[src/rtl/y_prog_loader.sv]
// -----------------------------------------------------------------------------
// y_prog_loader
//
// Writer side of the instruction memory. A host/debug stream of 32-bit
// instruction words, offered on a valid/ready interface, is written to
// consecutive word addresses starting at base_addr. After the final write has
// been issued, the loader drives INT high for INT_CYCLES cycles with
// entryPoint set to the latched entry address, so the PC jumps to the loaded
// program. It then pulses done and returns to IDLE.
//
// Optional feature (compile-time macro LOADER_CHECKSUM_EN):
//   Adds the expected_sum input. A 32-bit modulo sum of the accepted words is
//   compared with it at the end of the load. On a mismatch the kick is
//   skipped, and err and done pulse together.
//
// Parameters:
//   CNT_W       width of word_count and the internal word index (<= 32)
//   INT_CYCLES  number of cycles INT is held high during the kick (>= 1)
//
// Ports:
//   clk, rst_n     clock (rising edge), asynchronous active-low reset
//   start          load request, honoured only in IDLE
//   base_addr      byte address of the first word (must be word aligned)
//   entry_addr     PC target driven on entryPoint during the kick
//   word_count     number of words to load (must be non-zero)
//   expected_sum   checksum of the stream (LOADER_CHECKSUM_EN only)
//   in_valid       stream word valid
//   in_data        stream word
//   in_ready       loader accepts a word this cycle
//   mem_addr       instruction memory write address
//   mem_wdata      instruction memory write data
//   mem_write      instruction memory write strobe, one cycle per word
//   INT            to chip INT; selects entryPoint into the PC
//   entryPoint     to chip entryPoint
//   busy           high in every state except IDLE
//   done           one-cycle pulse at the end of the sequence
//   err            one-cycle pulse on a rejected start or a checksum mismatch
// -----------------------------------------------------------------------------
module y_prog_loader #(
  parameter int CNT_W      = 16,
  parameter int INT_CYCLES = 2
) (
  input  logic             clk,
  input  logic             rst_n,
  input  logic             start,
  input  logic [31:0]      base_addr,
  input  logic [31:0]      entry_addr,
  input  logic [CNT_W-1:0] word_count,
`ifdef LOADER_CHECKSUM_EN
  input  logic [31:0]      expected_sum,
`endif
  input  logic             in_valid,
  input  logic [31:0]      in_data,
  output logic             in_ready,
  output logic [31:0]      mem_addr,
  output logic [31:0]      mem_wdata,
  output logic             mem_write,
  output logic             INT,
  output logic [31:0]      entryPoint,
  output logic             busy,
  output logic             done,
  output logic             err
);

  // The kick counter only has to count 0 .. INT_CYCLES-1.
  localparam int KW = (INT_CYCLES > 1) ? $clog2(INT_CYCLES) : 1;

  typedef enum logic [2:0] {
    S_IDLE,
    S_LOAD,
    S_DRAIN,
    S_KICK,
    S_DONE
  } state_e;

  state_e           state_q,     state_d;
  logic [31:0]      base_q,      base_d;
  logic [31:0]      entry_q,     entry_d;
  logic [CNT_W-1:0] count_q,     count_d;
  logic [CNT_W-1:0] idx_q,       idx_d;
  logic [KW-1:0]    kick_q,      kick_d;
  logic [31:0]      mem_addr_q,  mem_addr_d;
  logic [31:0]      mem_wdata_q, mem_wdata_d;
  logic             mem_write_q, mem_write_d;
  logic             err_q,       err_d;
`ifdef LOADER_CHECKSUM_EN
  logic [31:0]      sum_q,       sum_d;
  logic [31:0]      exp_q,       exp_d;
`endif

  // Next-state and datapath logic.
  always_comb begin
    // NOTE: every signal gets a default first, so no path through the case
    // statement can leave one unassigned and infer a latch.
    state_d     = state_q;
    base_d      = base_q;
    entry_d     = entry_q;
    count_d     = count_q;
    idx_d       = idx_q;
    kick_d      = kick_q;
    mem_addr_d  = mem_addr_q;
    mem_wdata_d = mem_wdata_q;
    mem_write_d = 1'b0;
    err_d       = 1'b0;
`ifdef LOADER_CHECKSUM_EN
    sum_d       = sum_q;
    exp_d       = exp_q;
`endif

    unique case (state_q)
      S_IDLE: begin
        if (start) begin
          if (base_addr[1:0] != 2'b00 || word_count == '0) begin
            err_d = 1'b1;
          end else begin
            base_d  = base_addr;
            entry_d = entry_addr;
            count_d = word_count;
            idx_d   = '0;
`ifdef LOADER_CHECKSUM_EN
            sum_d   = '0;
            exp_d   = expected_sum;
`endif
            state_d = S_LOAD;
          end
        end
      end

      S_LOAD: begin
        if (in_valid) begin
          // The write is registered, so it appears exactly one cycle after
          // the handshake; the address wraps modulo 2^32.
          mem_write_d = 1'b1;
          mem_addr_d  = base_q + (32'(idx_q) << 2);
          mem_wdata_d = in_data;
          idx_d       = idx_q + 1'b1;
`ifdef LOADER_CHECKSUM_EN
          sum_d       = sum_q + in_data;
`endif
          if (idx_q == count_q - 1'b1) begin
            state_d = S_DRAIN;
          end
        end
      end

      // The last registered write is on the bus during this cycle, which
      // keeps mem_write and INT from ever overlapping.
      S_DRAIN: begin
        kick_d  = '0;
        state_d = S_KICK;
`ifdef LOADER_CHECKSUM_EN
        if (sum_q != exp_q) begin
          // Registered err lines up with the DONE cycle.
          err_d   = 1'b1;
          state_d = S_DONE;
        end
`endif
      end

      S_KICK: begin
        if (kick_q == KW'(INT_CYCLES - 1)) begin
          state_d = S_DONE;
        end else begin
          kick_d = kick_q + 1'b1;
        end
      end

      S_DONE: begin
        state_d = S_IDLE;
      end

      default: begin
        state_d = S_IDLE;
      end
    endcase
  end

  // NOTE: state is updated with non-blocking assignments only, so every flop
  // samples the values that were present before the clock edge.
  always_ff @(posedge clk or negedge rst_n) begin
    if (!rst_n) begin
      state_q     <= S_IDLE;
      base_q      <= '0;
      entry_q     <= '0;
      count_q     <= '0;
      idx_q       <= '0;
      kick_q      <= '0;
      mem_addr_q  <= '0;
      mem_wdata_q <= '0;
      mem_write_q <= 1'b0;
      err_q       <= 1'b0;
`ifdef LOADER_CHECKSUM_EN
      sum_q       <= '0;
      exp_q       <= '0;
`endif
    end else begin
      state_q     <= state_d;
      base_q      <= base_d;
      entry_q     <= entry_d;
      count_q     <= count_d;
      idx_q       <= idx_d;
      kick_q      <= kick_d;
      mem_addr_q  <= mem_addr_d;
      mem_wdata_q <= mem_wdata_d;
      mem_write_q <= mem_write_d;
      err_q       <= err_d;
`ifdef LOADER_CHECKSUM_EN
      sum_q       <= sum_d;
      exp_q       <= exp_d;
`endif
    end
  end

  // Every output comes straight from a flop or decodes the state register,
  // so reset drives them all to 0 immediately.
  assign in_ready   = (state_q == S_LOAD);
  assign INT        = (state_q == S_KICK);
  assign busy       = (state_q != S_IDLE);
  assign done       = (state_q == S_DONE);
  assign err        = err_q;
  assign mem_addr   = mem_addr_q;
  assign mem_wdata  = mem_wdata_q;
  assign mem_write  = mem_write_q;
  // The entry address is latched on an accepted start; it is therefore stable
  // from the first INT cycle until the next accepted start or reset.
  assign entryPoint = entry_q;

endmodule

[config.mk]
export PLATFORM = sky130hd
export DESIGN_NAME = y_prog_loader
export DESIGN_NICKNAME = d
export VERILOG_FILES = /design/src/rtl/y_prog_loader.sv
export SDC_FILE = /design/constraint.sdc
export NUM_CORES = 1
export LEC_CHECK = 0
export CORE_MARGIN = 10
export CORE_UTILIZATION = 44
export DETAILED_ROUTE_END_ITERATION = 6
export PLACE_DENSITY_LB_ADDON = 0.25
export SYNTH_ARGS = -nofsm -noshare
export SYNTH_HDL_FRONTEND = slang
export SYNTH_SLANG_ARGS = --single-unit
[constraint.sdc]
create_clock -name clk -period 2.53 [get_ports clk]
set_input_delay 0.3795 -clock clk [delete_from_list [all_inputs] [get_ports clk]]
set_output_delay 0.3795 -clock clk [all_outputs]
set_load 0.05 [all_outputs]
==> key figures <==
Synth
  • Syn avg cell area: a little under 9 um2
  • Most instantiated library cell after synthesis: sky130_fd_sc_hd__nand2_1
  • Leading post-synthesis cells by instance count: 390 x sky130_fd_sc_hd__nand2_1, 166 x sky130_fd_sc_hd__dfrtp_1, 42 x sky130_fd_sc_hd__o21ai_0
  • Synth Instances: between 900 and 1000
  • Synth Warn #: 0
  • Number of synthesized flops with an enable pin: 0
  • Top cell type by total area after synthesis: sky130_fd_sc_hd__dfrtp_1
  • Number of different library cells in the post-synthesis netlist: 53
  • Seq cells post-synth: 166
  • Async set-reset flop share out of synthesis: between 90% and 100%
  • Primary flip-flop cell chosen by synthesis mapping: sky130_fd_sc_hd__dfrtp_1
  • Share of the yosys chip area belonging to registers: approximately 53%
  • Post-synth top area share: 52.6%
  • Net count after synthesis: just over 1000
  • Total standard cell area after synthesis: 7900 um2
  • Leading post-synthesis cells by cell area: sky130_fd_sc_hd__dfrtp_1 53%, sky130_fd_sc_hd__nand2_1 19%, sky130_fd_sc_hd__xor2_1 3.9%

Setup path
  • CP delay by family, top: buffers and inverters
  • Worst path bufs/invs: 1
  • Maximum fanout count along the critical path: 8
  • Critical-path cell with the highest stage delay: sky130_fd_sc_hd__clkdlybuf4s50_1
  • Data arrival time of the worst path: 2.00 ns
  • R2r worst-path depth: 9
  • Cells traversed along the worst timing path: nor2_1, and2_1, clkdlybuf4s50_1
  • CP required: ~2.2 ns
  • Crit. path cell count: 3
  • Worst setup path category: reg2out
  • Worst reg2reg setup slack: between 0.15 and 0.2 ns
  • CP Launch Type: flip-flop
  • Sort of element at the end of the critical path: output port
  • Stage delay of the slowest cell on the critical path: 0.82 ns

Power and ir drop
  • Portion of total power attributed to the clock network: 30.8%
  • Max VDD drop: 487 uV
  • Internal power consumption: roughly 0.0056 W
  • Part of the power in combinational logic: 30.9%
  • Psw: 0.00304 W
  • Switching share of power: a little over a third
  • Total leakage power: 5.44 nW
  • Fraction of power consumed by sequential logic: 38.3%
  • Pwr per Cell Area: approximately 770 nW/um2

Clock network
  • Clock network latency to the later pin of the worst-skew pair: 0.43 ns
  • Clock tree sinks: 166
  • Number of H-tree levels: 4
  • Clock transition at the registers of the reported paths: 0.07 ns
  • Post-CTS setup buffer count: 0
  • TritonCTS clock tree: yes
  • Clock buffer count from CTS: 17
  • Number of buffers between clock root and the deepest sink: 2
  • CTS Root Cell: sky130_fd_sc_hd__clkbuf_16

Cells and area
  • Fraction of layout cells with a size suffix above 1: 7.97%
  • Number of inserted diodes: 0
  • Area Overhead vs Synth: 41.8%
  • # nets final: between 1000 and 1500
  • Filler instances: around 1500

Status
  • Status: finished, final reports clean

Floorplan
  • Standard-cell rows: 48
  • Die X: 154 um
  • Die Area: 23700 um2
  • CORE AREA: 17500 um2
  • # IOs: 218
  • Die Ht: about 150 um
  • Effective utilization at floorplan: 45.2%

Place
  • Half-perimeter wire length after placement: between 15 and 20 mm
  • GP Congestion: around 0.86
  • Count of port buffers added during placement: 217
  • Post-placement worst setup slack: -0.0268 ns

Run
  • Maxcap violations: 0

Hold path
  • Path class of the lowest-slack min-delay path: reg2reg
  • Number of stages on the worst hold path: 2

Global routing
  • Number of global-route vias before repair: 6939
  • Tot GR Track Use: 18.5%
  • Maximum number of pins on one net before global-route repair: 76
  • Wire length of the first global-routing pass: approximately 36 mm
  • Total congestion overflow: 0
  • Initial antenna violation count: 0

STA
  • Pin slew with the least headroom to its limit: 0.699 ns
  • Final period util: a little over nine tenths
  • Count of pins over their slew limit: 0
  • Post-route minimum period: approximately 2.4 ns
  • Max frequency: 421 MHz
  • Hold WS: 0.458 ns
  • Final setup violation count: 0
  • Least setup slack across all paths after layout: around 0.15 ns
  • Worst slew margin relative to its limit: approximately 53%
  • Skew final: 0.0121 ns
  • Hold Violations, Final: 0
  • Unrepaired setup endpoints after global routing: no

Route
  • Number of vias in the routed layout: between 6000 and 7000
  • Met1 WL: approximately 9.6 mm
  • Uppermost layer routed: met4
  • DRC violations left: 0
  • Total detailed-routing wirelength: about 22 mm
  • Per-cell routed wire length: around 16 um
  • First DRT Iteration DRCs: 390
  • Antenna Nets Post-Route: 0
  • Number of detailed-route iterations in the first pass: 7
  • Met3 Routed Length: 2.01 mm
  • Routed vias/inst: 5.01
  • Met2 WL post-DR: 10.0 mm
[state kept, by name, summed over array words and instances, names as in the netlist, 3 cells and up]
register and count:
count_q 16, idx_q 16, mem_wdata 32, entryPoint 32, mem_addr 32, state_q 3
base_q 32
[routing by layer]
metal / track usage (%) / vias to the layer above
met3: 6.92 / 18
met2: 28.5 / 229
met1: 24.2 / 3217
met4: 4.00 / 0
met5: 0 / -
li1: - / 3438
[through the flow]
step	utilization, %	setup TNS (ns)	cells	instance area [um2]	total power, W
final	64.1	0	1379	11200	0.00859
after floorplan	-	0	904	7900	0.00492
after CTS	63.9	0	1379	11200	0.00867
after global routing	64.1	0	1379	11200	0.00905
after detailed placement	60.4	-0.0616	1346	10600	0.00599
after global placement	60.4	0	1346	10600	0.00594
[worst paths after layout]
check | end | start
hold / removal | mem_addr[0] | base_q[0]
setup reg to reg | mem_addr[30] | base_q[10]
setup / recovery | done | state_q[0]
hold reg to reg | mem_addr[0] | base_q[0]
min in group asynchronous | mem_addr[18] | rst_n
max in group asynchronous | entryPoint[24] | rst_n
[layout by cell type, fill, tap and decap left out, types with 2 or more instances in the layout]
| master | n |
|---|---|
| sky130_fd_sc_hd__a21o_1 | 4 |
| sky130_fd_sc_hd__a31oi_1 | 4 |
| sky130_fd_sc_hd__ha_2 | 2 |
| sky130_fd_sc_hd__xor2_1 | 35 |
| sky130_fd_sc_hd__nand4_1 | 9 |
| sky130_fd_sc_hd__or4_1 | 3 |
| sky130_fd_sc_hd__and2_1 | 8 |
| sky130_fd_sc_hd__nand2_1 | 390 |
| sky130_fd_sc_hd__bufinv_16 | 2 |
| sky130_fd_sc_hd__ha_1 | 16 |
| sky130_fd_sc_hd__or3_1 | 3 |
| sky130_fd_sc_hd__clkdlybuf4s50_1 | 213 |
| sky130_fd_sc_hd__o21a_1 | 3 |
| sky130_fd_sc_hd__buf_4 | 33 |
| sky130_fd_sc_hd__o31ai_1 | 5 |
| sky130_fd_sc_hd__xnor2_1 | 25 |
| sky130_fd_sc_hd__mux2_2 | 4 |
| sky130_fd_sc_hd__and4_1 | 5 |
| sky130_fd_sc_hd__nor2b_1 | 4 |
| sky130_fd_sc_hd__o21ai_0 | 42 |
| sky130_fd_sc_hd__inv_1 | 9 |
| sky130_fd_sc_hd__nand3_1 | 16 |
| sky130_fd_sc_hd__mux2i_1 | 2 |
| sky130_fd_sc_hd__and3_1 | 9 |
| sky130_fd_sc_hd__inv_6 | 4 |
| sky130_fd_sc_hd__nor3_1 | 8 |
| sky130_fd_sc_hd__nor2_1 | 34 |
| sky130_fd_sc_hd__nand2b_1 | 5 |
| sky130_fd_sc_hd__buf_12 | 5 |
| sky130_fd_sc_hd__a21oi_1 | 16 |
| sky130_fd_sc_hd__nor4_1 | 6 |
| sky130_fd_sc_hd__clkbuf_16 | 17 |
| sky130_fd_sc_hd__clkinv_4 | 6 |
| sky130_fd_sc_hd__dfrtp_1 | 166 |
| sky130_fd_sc_hd__o211ai_1 | 5 |
[power groups by stage]
stage	Sequential [W]	Clock, W	Combinational, W
detailed placement	0.00333	0	0.00266
global route	0.00334	0.00283	0.00288
global placement	0.00332	0	0.00262
finish	0.00329	0.00265	0.00265
floorplan	0.00409	0	0.000823
CTS	0.00329	0.00271	0.00267
[logic make-up after synthesis]
kind of cell / after synthesis / synth area share [%]
AND/OR/NAND/NOR: 512 / 27.2
buffers and inverters: 46 / 2.20
adder cells (fa/ha/maj): 19 / 3.10
AO/OA/AOI/OAI: 94 / 7.19
XOR/XNOR: 60 / 6.65
flip-flops: 166 / 52.6
multiplexers: 7 / 1.01
[worst min-delay path, cell delays in order, from the launching register on]
cell and delay (ns):
sky130_fd_sc_hd__dfrtp_1 0.34, sky130_fd_sc_hd__nand2_1 0.05, sky130_fd_sc_hd__nand2_1 0.05
[layout make-up]
| class | count | area (um2) | area share, % |
|---|---|---|---|
| Clock buffer | 18 | 439 | 3.92 |
| Tap cell | 225 | 282 | 2.51 |
| Inverter | 10 | 37.5 | 0.335 |
| Multi-Input combinational cell | 692 | 3610 | 32.2 |
| Clock inverter | 14 | 169 | 1.51 |
| Sequential cell | 166 | 4150 | 37.1 |
| Timing Repair Buffer | 254 | 2510 | 22.4 |
[what timing repair did]
| action | CTS | global route |
|---|---|---|
| hold buffers | 1 | 0 |
| gates cloned | 0 | 0 |
| gates resized for setup | 1 | 9 |
| pin swaps | 0 | 1 |
| setup endpoints to repair | 1 | 13 |
| endpoints found under the hold margin | 1 | 0 |
Power figures use the tool's default switching activity.
